===== src/rtl/conv_pkg.sv =====
// Shared types and helpers for the convolutional encoder/framer: FSM state
// encoding, stock generator sets, kept-bit popcount and parameter checking.
package conv_pkg;

  typedef enum logic [1:0] {
    ST_IDLE  = 2'd0,
    ST_DATA  = 2'd1,
    ST_TAIL  = 2'd2,
    ST_FLUSH = 2'd3
  } state_e;

  // Generator groups are written in the usual octal reading order: the
  // leftmost octal group drives coded output 0.
  localparam logic [5:0]  GEN_O75      = 6'o75;
  localparam logic [13:0] GEN_O171_133 = {7'o171, 7'o133};

  // Number of coded bits kept in one puncture step (up to four outputs).
  function automatic logic [2:0] kept_count(input logic [3:0] mask_step);
    logic [2:0] n;
    n = '0;
    for (int i = 0; i < 4; i++) begin
      n = n + {2'b00, mask_step[i]};
    end
    return n;
  endfunction

  // Legal ranges, plus every puncture step must keep at least one bit,
  // otherwise a consumed input would produce nothing to serialise.
  function automatic bit params_ok(input int n_out, input int k, input int punct_p,
                                   input logic [15:0] mask);
    bit ok;
    ok = (n_out >= 2) && (n_out <= 4) && (k >= 3) && (k <= 7) &&
         (punct_p >= 1) && (punct_p <= 4);
    if (ok) begin
      for (int p = 0; p < punct_p; p++) begin
        if (((mask >> (p * n_out)) & ((16'd1 << n_out) - 16'd1)) == 16'd0) ok = 1'b0;
      end
    end
    return ok;
  endfunction

endpackage


===== src/rtl/conv_enc_core.sv =====
// Encoder memory and parity network. Holds the K-1 most recent consumed bits
// (bit K-2 newest, bit 0 oldest) and forms all N_OUT coded bits combinationally.
module conv_enc_core
  import conv_pkg::*;
#(
  parameter int                 N_OUT = 2,
  parameter int                 K     = 3,
  parameter logic [N_OUT*K-1:0] GEN   = GEN_O75
) (
  input  logic             clk_sig,
  input  logic             reset_sig,
  input  logic             shift_i,
  input  logic             bit_i,
  input  logic             clear_i,
  output logic [N_OUT-1:0] code_o
);

  logic [K-2:0] mem_q;
  logic [K-2:0] mem_d;
  logic [K-1:0] win;

  assign mem_d = {bit_i, mem_q[K-2:1]};
  assign win   = {bit_i, mem_q};

  // Output gi uses the gi-th generator group counted from the top of GEN.
  for (genvar gi = 0; gi < N_OUT; gi++) begin : g_parity
    assign code_o[gi] = ^(win & GEN[(N_OUT-1-gi)*K +: K]);
  end

  // History shifts on every consumed bit and is forgotten when a frame completes.
  always_ff @(posedge clk_sig) begin
    if (!reset_sig || clear_i) begin
      mem_q <= '0;
    end else if (shift_i) begin
      mem_q <= mem_d;
    end
  end

endmodule


===== src/rtl/conv_enc_framer.sv =====
// Rate-1/N_OUT convolutional encoder with serial output, optional zero-tail
// termination and periodic puncturing, valid/ready on both sides.
module conv_enc_framer
  import conv_pkg::*;
#(
  parameter int                         N_OUT      = 2,
  parameter int                         K          = 3,
  parameter logic [N_OUT*K-1:0]         GEN        = (K == 7) ? (N_OUT*K)'(GEN_O171_133)
                                                              : (N_OUT*K)'(GEN_O75),
  parameter bit                         TAIL_EN    = 1'b1,
  parameter int                         PUNCT_P    = 1,
  parameter logic [PUNCT_P*N_OUT-1:0]   PUNCT_MASK = '1
) (
  input  logic clk_sig,
  input  logic reset_sig,
  input  logic in_valid,
  output logic in_ready,
  input  logic in_bit,
  input  logic in_last,
  output logic out_valid,
  input  logic out_ready,
  output logic out_bit,
  output logic out_last,
  output logic busy
);

  localparam int PCW = $clog2(N_OUT + 1);
  localparam int TCW = $clog2(K);
  localparam int PIW = (PUNCT_P > 1) ? $clog2(PUNCT_P) : 1;

  if (!params_ok(N_OUT, K, PUNCT_P, 16'(PUNCT_MASK))) begin : g_param_check
    $error("conv_enc_framer: illegal N_OUT/K/PUNCT_P/PUNCT_MASK combination");
  end

  state_e           state_q, state_d;
  logic [PCW-1:0]   pend_q, pend_d;
  logic [TCW-1:0]   tail_q, tail_d;
  logic [PIW-1:0]   pidx_q, pidx_d;
  logic [N_OUT-1:0] sr_q, sr_d;
  logic             last_q, last_d;

  logic             slot_free, data_take, tail_take, consume;
  logic             step_bit, step_last, out_fire, frame_done;
  logic [N_OUT-1:0] code, mask_step, packed_bits;
  logic [3:0]       mask_ext;

  // A slot is free when the serialiser is empty or drains its last bit now.
  assign out_valid  = (pend_q != '0);
  assign out_fire   = out_valid && out_ready;
  assign out_bit    = out_valid && sr_q[0];
  assign out_last   = out_valid && last_q && (pend_q == PCW'(1));
  assign frame_done = out_last && out_ready;
  assign slot_free  = (pend_q == '0) || ((pend_q == PCW'(1)) && out_ready);
  assign in_ready   = reset_sig && ((state_q == ST_IDLE) || (state_q == ST_DATA)) && slot_free;
  assign data_take  = in_valid && in_ready;
  assign tail_take  = (state_q == ST_TAIL) && slot_free;
  assign consume    = data_take || tail_take;
  assign step_bit   = data_take ? in_bit : 1'b0;
  assign step_last  = data_take ? (in_last && !TAIL_EN) : (tail_q == TCW'(1));
  assign busy       = (state_q != ST_IDLE);
  assign mask_step  = PUNCT_MASK[pidx_q*N_OUT +: N_OUT];
  assign mask_ext   = 4'(mask_step);

  conv_enc_core #(
    .N_OUT (N_OUT),
    .K     (K),
    .GEN   (GEN)
  ) u_core (
    .clk_sig   (clk_sig),
    .reset_sig (reset_sig),
    .shift_i   (consume),
    .bit_i     (step_bit),
    .clear_i   (frame_done),
    .code_o    (code)
  );

  // Compact the kept outputs of this step into the low end of the serialiser word, output 0 first.
  always_comb begin
    int rank;
    packed_bits = '0;
    rank        = 0;
    for (int j = 0; j < N_OUT; j++) begin
      for (int r = 0; r < N_OUT; r++) begin
        if (mask_step[j] && (rank == r)) packed_bits[r] = code[j];
      end
      if (mask_step[j]) rank = rank + 1;
    end
  end

  // Frame sequencing, tail countdown, puncture index and serialiser next state.
  always_comb begin
    state_d = state_q;
    tail_d  = tail_q;
    pidx_d  = pidx_q;
    sr_d    = sr_q;
    pend_d  = pend_q;
    last_d  = last_q;

    case (state_q)
      ST_IDLE, ST_DATA: begin
        if (data_take) begin
          if (in_last) begin
            state_d = TAIL_EN ? ST_TAIL : ST_FLUSH;
            tail_d  = TCW'(K - 1);
          end else begin
            state_d = ST_DATA;
          end
        end
      end
      ST_TAIL: begin
        if (tail_take) begin
          tail_d = tail_q - TCW'(1);
          if (tail_q == TCW'(1)) state_d = ST_FLUSH;
        end
      end
      ST_FLUSH: begin
        if (frame_done) state_d = ST_IDLE;
      end
      default: state_d = ST_IDLE;
    endcase

    // A new step overrides the shift: it only happens when the last bit leaves now.
    if (consume) begin
      sr_d   = packed_bits;
      pend_d = PCW'(kept_count(mask_ext));
      last_d = step_last;
      pidx_d = (pidx_q == PIW'(PUNCT_P - 1)) ? '0 : pidx_q + PIW'(1);
    end else if (out_fire) begin
      sr_d   = sr_q >> 1;
      pend_d = pend_q - PCW'(1);
    end

    if (frame_done) pidx_d = '0;
  end

  // State registers with synchronous active-low reset.
  always_ff @(posedge clk_sig) begin
    if (!reset_sig) begin
      state_q <= ST_IDLE;
      tail_q  <= '0;
      pidx_q  <= '0;
      sr_q    <= '0;
      pend_q  <= '0;
      last_q  <= 1'b0;
    end else begin
      state_q <= state_d;
      tail_q  <= tail_d;
      pidx_q  <= pidx_d;
      sr_q    <= sr_d;
      pend_q  <= pend_d;
      last_q  <= last_d;
    end
  end

endmodule


===== config.mk =====
export PLATFORM = sky130hd
export DESIGN_NAME = conv_enc_framer
export DESIGN_NICKNAME = d
export VERILOG_FILES = /design/src/rtl/conv_pkg.sv /design/src/rtl/conv_enc_core.sv /design/src/rtl/conv_enc_framer.sv
export SDC_FILE = /design/constraint.sdc
export NUM_CORES = 1
export LEC_CHECK = 0
export CAP_MARGIN = 15
export CORE_AREA = 2 2 39 41
export CTS_CLUSTER_DIAMETER = 100
export DETAILED_ROUTE_END_ITERATION = 7
export DIE_AREA = 0 0 41 43
export DONT_BUFFER_PORTS = 1
export GPL_ROUTABILITY_DRIVEN = 0
export PLACE_DENSITY = 0.66
export SLEW_MARGIN = 20
export SYNTH_ARGS = -nofsm -noshare
export SYNTH_HDL_FRONTEND = slang
export SYNTH_SLANG_ARGS = --single-unit

===== constraint.sdc =====
create_clock -name clk_sig -period 2.7 [get_ports clk_sig]
set_clock_uncertainty 0.15 [all_clocks]
set_input_delay 0.405 -clock clk_sig [delete_from_list [all_inputs] [get_ports clk_sig]]
set_output_delay 0.405 -clock clk_sig [all_outputs]
set_load 0.005 [all_outputs]

---- After elaboration in Yosys (flattened, before gate mapping) ----
Cells that the tools add are included.
operators by class
  muxes and demuxes ....................... 21
  reduce and logical (&&, ||, !) cells .... 30
  $add $sub $neg .......................... 4
  eq/ne operators ......................... 11
  bitwise operators ....................... 1
  shifts and indexed selects .............. 1
operator list
  operator                                                                      number
  32-bit by 2-bit equality test with 1-bit output (second input constant)       1
  32-bit zero test                                                              1
  2-bit 2-to-1 mux                                                              12
  1-bit logical AND                                                             12
  4-bit AND reduction                                                           2
  2-bit nonzero test                                                            4
  1-bit 2-to-1 mux                                                              7
  2-bit by 1-bit equality test with 1-bit output (second input constant)        3
  2-bit inequality test (second input constant)                                 3
  2-bit case mux with 3 select lines                                            1
  3-bit XOR reduction                                                           2
  2-bit equality test (second input constant)                                   2
  2-bit zero test                                                               2
  1-bit logical OR                                                              4
  2-bit by 1-bit inequality test with 1-bit output (second input constant)      2
  2-bit case mux with 2 select lines                                            1
  2-bit OR reduction                                                            2
  2-bit by 1-bit subtractor with 2-bit output (second input constant)           2
  2-bit by 3-bit variable part select with 2-bit output (first input constant)  1
  1-bit by 1-bit adder with 2-bit output                                        1
  1-bit adder (second input constant)                                           1
  1-bit zero test                                                               1
  1-bit inverter                                                                1
storage, ports and cells
  output and inout bits ................... 5
  register bits after elaboration ......... 12
  bits of input ports ..................... 6
  logic and storage cells ................. 75

---- Longest topological paths before layout ----
Gate-level depths: netlist of the first run.
  depth in word-level cells ............... 10
  mapped depth ............................ 7
  depth with buffers taken out ............ 6

---- By module ----
From an unflattened synthesis of the first run, not the netlist that was laid out.
unflattened totals
  cells, all modules ...................... 71
  area, all modules ....................... 669.4 um^2
by module, submodules not included
  module           cells each  seq. area each (um^2)  instances  area an instance (um^2)
  conv_enc_framer  62          180.2                  1          578.1
  conv_enc_core    9           40.0                   1          91.3

---- Least setup slack after synthesis of the first run ----
No wires, ideal clock.
  path type ............................... register to register
  start point ............................. register pend_q[0]
  end point ............................... register sr_q[0]
  buffers on the path ..................... 1
  arrival time ............................ 1.468 ns
  required time ........................... 2.418 ns
  period minus slack after synthesis ...... 1.751 ns
  library setup time ...................... 0.132 ns
  slack ................................... 0.949 ns
  cell stages (with the launch flop) ...... 8
  cells stage by stage .................... dfxtp_1 > inv_1 > ha_1 > nor2b_1 > clkbuf_1 > mux2_2 > o21ai_0 > a21oi_1
on the way
  word-level cells in the longest chain between the ends .. 10
  elaborated cells between the ends (all ways) .. 17
  those cells by class .................... eq/ne (1); mux (4); reduce/logical (12)
ends and longest elaborated chain
  item                                            RTL line                source
  start: declaration                              conv_enc_framer.sv:36   logic [PCW-1:0] pend_q, pend_d;
  start signal: assignment                        conv_enc_framer.sv:150  pend_q <= pend_d;
  2-bit by 1-bit equality test with 1-bit output  conv_enc_framer.sv:53   assign slot_free = (pend_q == '0) || ((pend_q == PCW'(1)) && out_ready);
  1-bit logical AND                               conv_enc_framer.sv:53
  1-bit logical OR                                conv_enc_framer.sv:53
  1-bit logical AND                               conv_enc_framer.sv:54   assign in_ready = reset_sig && ((state_q == ST_IDLE) || (state_q == ST_DATA)) && slot_free;
  1-bit logical AND                               conv_enc_framer.sv:55   assign data_take = in_valid && in_ready;
  1-bit 2-to-1 mux                                conv_enc_framer.sv:58   assign step_bit = data_take ? in_bit : 1'b0;
  3-bit XOR reduction                             conv_enc_core.sv:27     assign code_o[gi] = ^(win & GEN[(N_OUT-1-gi)*K +: K]);
  1-bit 2-to-1 mux (2 in a row)                   conv_enc_framer.sv:84   if (mask_step[j] && (rank == r)) packed_bits[r] = code[j];
  2-bit 2-to-1 mux                                conv_enc_framer.sv:123  if (consume) begin
  end signal: assignment                          conv_enc_framer.sv:149  sr_q <= sr_d;
  end: declaration                                conv_enc_framer.sv:39   logic [N_OUT-1:0] sr_q, sr_d;
Parallel ways exist; a longest one is shown, timed or not.
A chain may end at the register's enable or synchronous reset.

---- Final worst setup path of the first run ----
  start point ............................. register pend_q[0]
  end point ............................... output port in_ready
on the way
  word-level cells in the longest chain between the ends .. 4
  elaborated cells between the ends (all ways) .. 5
  those cells by class .................... eq/ne (1); reduce/logical (4)
ends and longest elaborated chain
  item                                            RTL line               source
  2-bit by 1-bit equality test with 1-bit output  conv_enc_framer.sv:53
  1-bit logical AND                               conv_enc_framer.sv:53
  1-bit logical OR (*)                            conv_enc_framer.sv:53
  1-bit logical AND (*)                           conv_enc_framer.sv:54
  end: declaration                                conv_enc_framer.sv:17  output logic in_ready,
Every way passes the cells marked *; elsewhere a longest branch is shown, timed or not.

==> summary.txt, run 1 <==
Worst setup path
  • Critical path class: reg2out
  • Crit-path max FO: 7
  • Worst Path Arrival: 1.38 ns
  • Crit. End Element: primary output
  • WP data required: 2.14 ns
  • Startpoint Class: register

Final layout
  • Fin area: 667 um^2
  • Share of cells above drive strength 1: 0.133
  • Syn-to-layout area delta: 4.92%
  • # diodes: 0
  • Post-layout util: 0.482
  • Final-stage net count: 85

Clock tree
  • Max clock buf depth: 2
  • Max H-tree Level: 1
  • Clock sink count: 11
  • Clock transition at path regs: 0.08 ns
  • Clk_lat worst skew: 0.28 ns
  • Total CTS buffers: 3
  • Resize count post-CTS: 0
  • CTS Root Buffer Type: clkbuf_4
  • CTS tree: built
  • Number of setup buffers added after CTS: 0
  • CTS hold repair buffers: 0

Die
  • Core ar.: 0.00138 mm^2
  • Io pins: 11
  • Chip Height: 43 um
  • Initial Util: 0.459
  • # rows: 14
  • Die ar.: 0.00176 mm^2
  • Die X: 41 um

Yosys
  • Net Count, Synth: 82
  • Primary FF master, synth: dfxtp_1
  • Main combinational cell family by area after synthesis: simple AND/OR/NAND/NOR gates
  • Fraction of registers with async set/reset: 0
  • YS warnings: 0
  • Cell accounting for the most synthesized area: dfxtp_1
  • Top cell type's share of synthesized area: 0.346
  • Synth area leaders: dfxtp_1 (35%), ha_1 (5.9%), inv_1 (4.1%), nor2_1 (4.1%), a21oi_2 (4.1%)
  • FF+latch count, synth: 11
  • Post-Synth Simple-Gate Area: 0.246
  • Synth cell types: 28
  • Number of enable flip-flop cells after synthesis: 0
  • Seq/Total Area, Yosys: 0.346
  • Post-synthesis cell area: 636 um^2
  • Post-synthesis mux area share: 0.0492
  • Compound-cell area share of the yosys netlist: 0.193
  • Mapped Cells: 73
  • Xor/xnor share of the synthesized area: 0.0413
  • Adder-cell share of the synthesized area: 0.0591
  • Mean post-synth cell area: 8.71 um^2

Timing
  • Final period util: 0.718
  • RSZ-0062 raised after global routing: false
  • Final setup fails: 0
  • Fin. Hold Viols: 0
  • Sum Neg Setup Slack: 0 ns
  • Max Slew Vio Count: 0
  • Max frequency: 0.516 GHz
  • Rel. slew slack: 0.694
  • Final worst path period need: 1.94 ns
  • Worst-margin pin slew: 0.458 ns

Drt
  • Vias/cell: 5.45
  • Total number of vias: 496
  • Initial drt markers: 8
  • Routed len/inst: 12.8 um
  • Post-route ant nets: 0
  • Drt first pass iters: 4
  • DRC: 0
  • Drt total wl: 1.17 mm

Placed design
  • Area post-placement: 641 um^2
  • Post-DP HPWL: 857 um
  • # port buffers: 0

Global route
  • First-pass GRT wire length: 1.98 mm
  • Initial antenna violation count: 0
  • Largest net degree at the start of global routing: 12
  • GRT Util Overall: 0.172
  • Vias in the first global route: 466
  • Overflow after GRT: 0

Run status
  • Status: finished, final reports clean

Worst hold path
  • Hold/Removal Path Class: in2reg

Power
  • Pint: 0.290 mW
  • Switch share: 0.328
  • Sw power: 0.142 mW
  • Combinational Power Share: 0.285
  • Maximum VDD drop: 0.316 mV
  • Clk network pwr share: 0.270
  • Lkg Pwr: 0.272 nW
  • Power per cell area: 647 mW/mm^2
  • Seq pwr share: 0.444

Job
  • MaxCap Viol Count: 0
## worst paths after layout
path                  start        end  slack, ns  depth (start not counted)
hold reg to reg   tail_q[1]  tail_q[1]       0.35                          2
setup reg to reg  pend_q[0]    sr_q[0]       0.76                          6
hold / removal    reset_sig  tail_q[0]       0.09                          1
setup / recovery  pend_q[0]   in_ready       0.76                          4
## synth_stat cells (2+ instances only)
library cell and n:
nand2b_1 2, and3_1 2, o21a_1 3, ha_1 3, a21oi_2 3, a21oi_1 3
mux2i_1 2, dfxtp_1 11, inv_1 7, nand3_1 3, nor2b_1 2, nor2_1 7
o21ai_0 3, nand2_1 2, nor3_1 5, xnor2_1 3
## per-stage QoR
| step | worst slack (ns) | power, mW | cells | hold WS, ns |
|---|---|---|---|---|
| after global placement | 0.849 | 0.317 | 87 | 0.326 |
| after detailed placement | 0.799 | 0.319 | 87 | 0.343 |
| final | 0.760 | 0.432 | 91 | 0.0902 |
| after floorplan | 0.949 | 0.301 | 73 | 0.314 |
| after global routing | 0.554 | 0.460 | 91 | 0.0872 |
| after CTS | 0.760 | 0.435 | 91 | 0.0879 |
## kinds of logic after synthesis
kind of cell | count (synthesis)
muxes | 3
and+or+nand+nor | 27
buffers and inverters | 9
DFF | 11
xor gates and xnor gates | 3
adders and majority gates | 3
AOI/OAI and AO/OA | 17
## registers in the layout, summed over array words and instances (netlist names)
name,count
u_core.mem_q,2
sr_q,2
pend_q,2
state_q,2
tail_q,2
last_q,1
## critical path, stage by stage, from the launching register on
cell and delay [ns]:
dfxtp_1 0.37, inv_1 0.06, ha_1 0.25, a21oi_2 0.30, nor3_1 0.13
## power groups by stage
stage / sequential [mW] / clock, mW / combinational (mW)
after global routing: 0.194 / 0.125 / 0.142
after global placement: 0.195 / 0 / 0.121
final: 0.192 / 0.117 / 0.123
after detailed placement: 0.196 / 0 / 0.123
after CTS: 0.192 / 0.119 / 0.124
after floorplan: 0.193 / 0 / 0.108
## placed cells by master (no fill, tap or decap)
| cell | n |
|---|---|
| a21o_1 | 1 |
| a21oi_1 | 3 |
| a21oi_2 | 3 |
| a32oi_1 | 1 |
| and3_1 | 2 |
| clkbuf_1 | 1 |
| clkbuf_4 | 3 |
| dfxtp_1 | 11 |
| ha_1 | 3 |
| inv_1 | 7 |
| mux2_2 | 1 |
| mux2i_1 | 2 |
| nand2_1 | 2 |
| nand2b_1 | 2 |
| nand3_1 | 3 |
| nand3b_4 | 1 |
| nor2_1 | 7 |
| nor2b_1 | 2 |
| nor3_1 | 5 |
| nor3b_1 | 1 |
| o211a_1 | 1 |
| o21a_1 | 3 |
| o21ai_0 | 3 |
| o21bai_1 | 1 |
| o32a_1 | 1 |
| or2_2 | 1 |
| or3b_4 | 1 |
| xnor2_1 | 3 |
## area by class of cell
type                            count  area (um^2)
Sequential cell                    11          220
Fill cell                         143          717
Tap cell                           16         20.0
Multi-Input combinational cell     53          374
Clock buffer                        4         26.3
Inverter                            7         26.3
## layer usage
metal  GRT usage  wire (um)  vias up
met5           0          0        -
met4       0.140         51        0
met3      0.0524         67        5
met2       0.222        507       17
met1       0.224        541      215
li1            -          -      259
Power figures use the tool's default switching activity.
==> inputs of run 2 (changes only) <==
--- a/config.mk
+++ b/config.mk
@@ -12,7 +12,7 @@
 export DIE_AREA = 0 0 41 43
 export DONT_BUFFER_PORTS = 1
 export GPL_ROUTABILITY_DRIVEN = 0
-export PLACE_DENSITY = 0.66
+export PLACE_DENSITY = 0.68
 export SLEW_MARGIN = 20
 export SYNTH_ARGS = -nofsm -noshare
 export SYNTH_HDL_FRONTEND = slang
==> constraint.sdc (replaced) <==
create_clock -name clk_sig -period 1.6 [get_ports clk_sig]
set_clock_uncertainty 0.15 [all_clocks]
set_input_delay 0.24 -clock clk_sig [delete_from_list [all_inputs] [get_ports clk_sig]]
set_output_delay 0.24 -clock clk_sig [all_outputs]
set_load 0.005 [all_outputs]
==> summary.txt, run 2 (synthesis gave the netlist of run 1 again) <==
Timing
  • Max frequency: 0.625 GHz
  • Final worst path period need: 1.60 ns
  • Max Slew Vio Count: 0
  • Final setup fails: 1
  • WHS: 0.00378 ns
  • Worst Setup Slack, final: -0.00103 ns
  • Final period util: 1.00
  • RSZ-0062 raised after global routing: true
  • Rel. slew slack: 0.828
  • Fin. Hold Viols: 0
  • Worst-margin pin slew: 0.257 ns

Die
  • Die X: 41 um
  • Io pins: 11
  • Core ar.: 0.00138 mm^2
  • Chip Height: 43 um
  • # rows: 14
  • Die ar.: 0.00176 mm^2
  • Initial Util: 0.459

Global route
  • Initial antenna violation count: 0
  • Vias in the first global route: 559
  • First-pass GRT wire length: 2.26 mm
  • Largest net degree at the start of global routing: 8
  • GRT Util Overall: 0.199
  • Overflow after GRT: 0

Job
  • MaxCap Viol Count: 0

Final layout
  • Syn-to-layout area delta: 30.5%
  • Most frequent cells in the layout: dfxtp_1 (9), buf_4 (7), nor2_1 (6)
  • Commonest non-fill, non-tap cell in the layout: dfxtp_1
  • # diodes: 0
  • Final-stage net count: 95
  • Share of cells above drive strength 1: 0.376

Drt
  • Total number of vias: 548
  • Vias/cell: 5.43
  • Initial drt markers: 7
  • Drt first pass iters: 4
  • DRC: 0
  • Post-route ant nets: 0
  • Routed len/inst: 14.0 um
  • Drt total wl: 1.41 mm

Worst setup path
  • Critical path, cell by cell: inv_2 -> ha_4 -> a21oi_4 -> or3b_4 -> o32a_1 -> a21oi_2
  • WP data required: 1.68 ns
  • Startpoint Class: register
  • Slowest stage delay, CP: 0.41 ns
  • Worst Path Arrival: 1.68 ns
  • Critical path class: reg2reg
  • WP buf/inv: 1
  • Crit-path max FO: 5
  • CP delay by family, top: simple AND/OR/NAND/NOR gates
  • Critical-path top delay cell: or3b_4
  • Crit. End Element: register

Clock tree
  • CTS tree: built
  • Total CTS buffers: 3
  • CTS Root Buffer Type: clkbuf_4
  • Clock sink count: 11
  • Clock transition at path regs: 0.07 ns
  • Max H-tree Level: 1
  • Clk_lat worst skew: 0.29 ns
  • Max clock buf depth: 2

Power
  • Power per cell area: 1070 mW/mm^2
  • Total Power: 0.889 mW
  • Maximum VDD drop: 0.606 mV
  • Lkg Pwr: 0.342 nW

Placed design
  • Post-DP HPWL: 937 um
  • # port buffers: 0
  • Setup WS pre-CTS: -0.0288 ns

Run status
  • Violations in the final reports: negative setup slack
  • Status: finished, violations left

Worst hold path
  • Hold/Removal Path Class: in2reg
-- run 2: changes by cell type in the layout (fill, tap and decap cells not counted), moves of 2 or more --
cell and delta:
ha_4 +2, ha_1 -2, dfxtp_1 -2, o21ai_0 -2
buf_4 +7, o21ai_1 +2, inv_2 +2, inv_1 -3
buf_6 +2
-- run 2: timing repair --
item,CTS,global route
resized for setup,11,10
endpoints found under the setup margin,6,8
pin swaps,3,1
buffers inserted,1,0
hold buffers,1,0
hold endpoints to repair,8,0
-- run 2: area by class of cell --
class	instances	area, um^2
fillers	116	554
multi-input cells	53	444
flip-flops and latches	11	225
repair buffers	10	85.1
inverters	7	28.8
clock buffers	4	26.3
well taps	16	20.0
-- run 2: worst paths after layout --
kind | from | to | slack (ns) | depth (start not counted)
worst min-delay path | reset_sig | sr_q[1] | 0.004 | 2
worst max-delay path | pend_q[1] | sr_q[1] | -0.001 | 6
worst min register to register | tail_q[1] | tail_q[1] | 0.38 | 2
worst max register to register | pend_q[1] | sr_q[1] | -0.001 | 6
-- run 2: per-stage QoR --
| stage | cell area (um^2) | setup TNS, ns | utilization | cells |
|---|---|---|---|---|
| 2_1_floorplan | 648 | -0.0262 | - | 73 |
| 3_3_place_gp | 712 | -0.00700 | 0.514 | 95 |
| 3_5_place_dp | 712 | -0.0596 | 0.514 | 95 |
| 4_1_cts | 791 | -0.0119 | 0.571 | 101 |
| 5_1_grt | 830 | -0.248 | 0.599 | 101 |
| 6_report | 830 | -0.00103 | 0.599 | 101 |
-- run 2: where the power goes --
part | switching [mW] | leakage [nW] | total (mW) | internal, mW
clock network | 0.107 | 0.0150 | 0.204 | 0.0972
logic | 0.172 | 0.236 | 0.355 | 0.183
registers | 0.0235 | 0.0908 | 0.330 | 0.306
-- run 2: worst reg2reg max path, cell delays in order, from the launching register on --
cell	delay [ns]
dfxtp_2	0.32
inv_2	0.09
ha_4	0.19
a21oi_4	0.06
or3b_4	0.41
o32a_1	0.20
a21oi_2	0.12
-- run 2: per-layer routing --
layer	vias up	track usage	part of all wire
met1	249	0.244	0.42
li1	280	-	-
met4	0	0.140	0.033
met3	5	0.0524	0.060
met5	-	0	0
met2	14	0.288	0.49
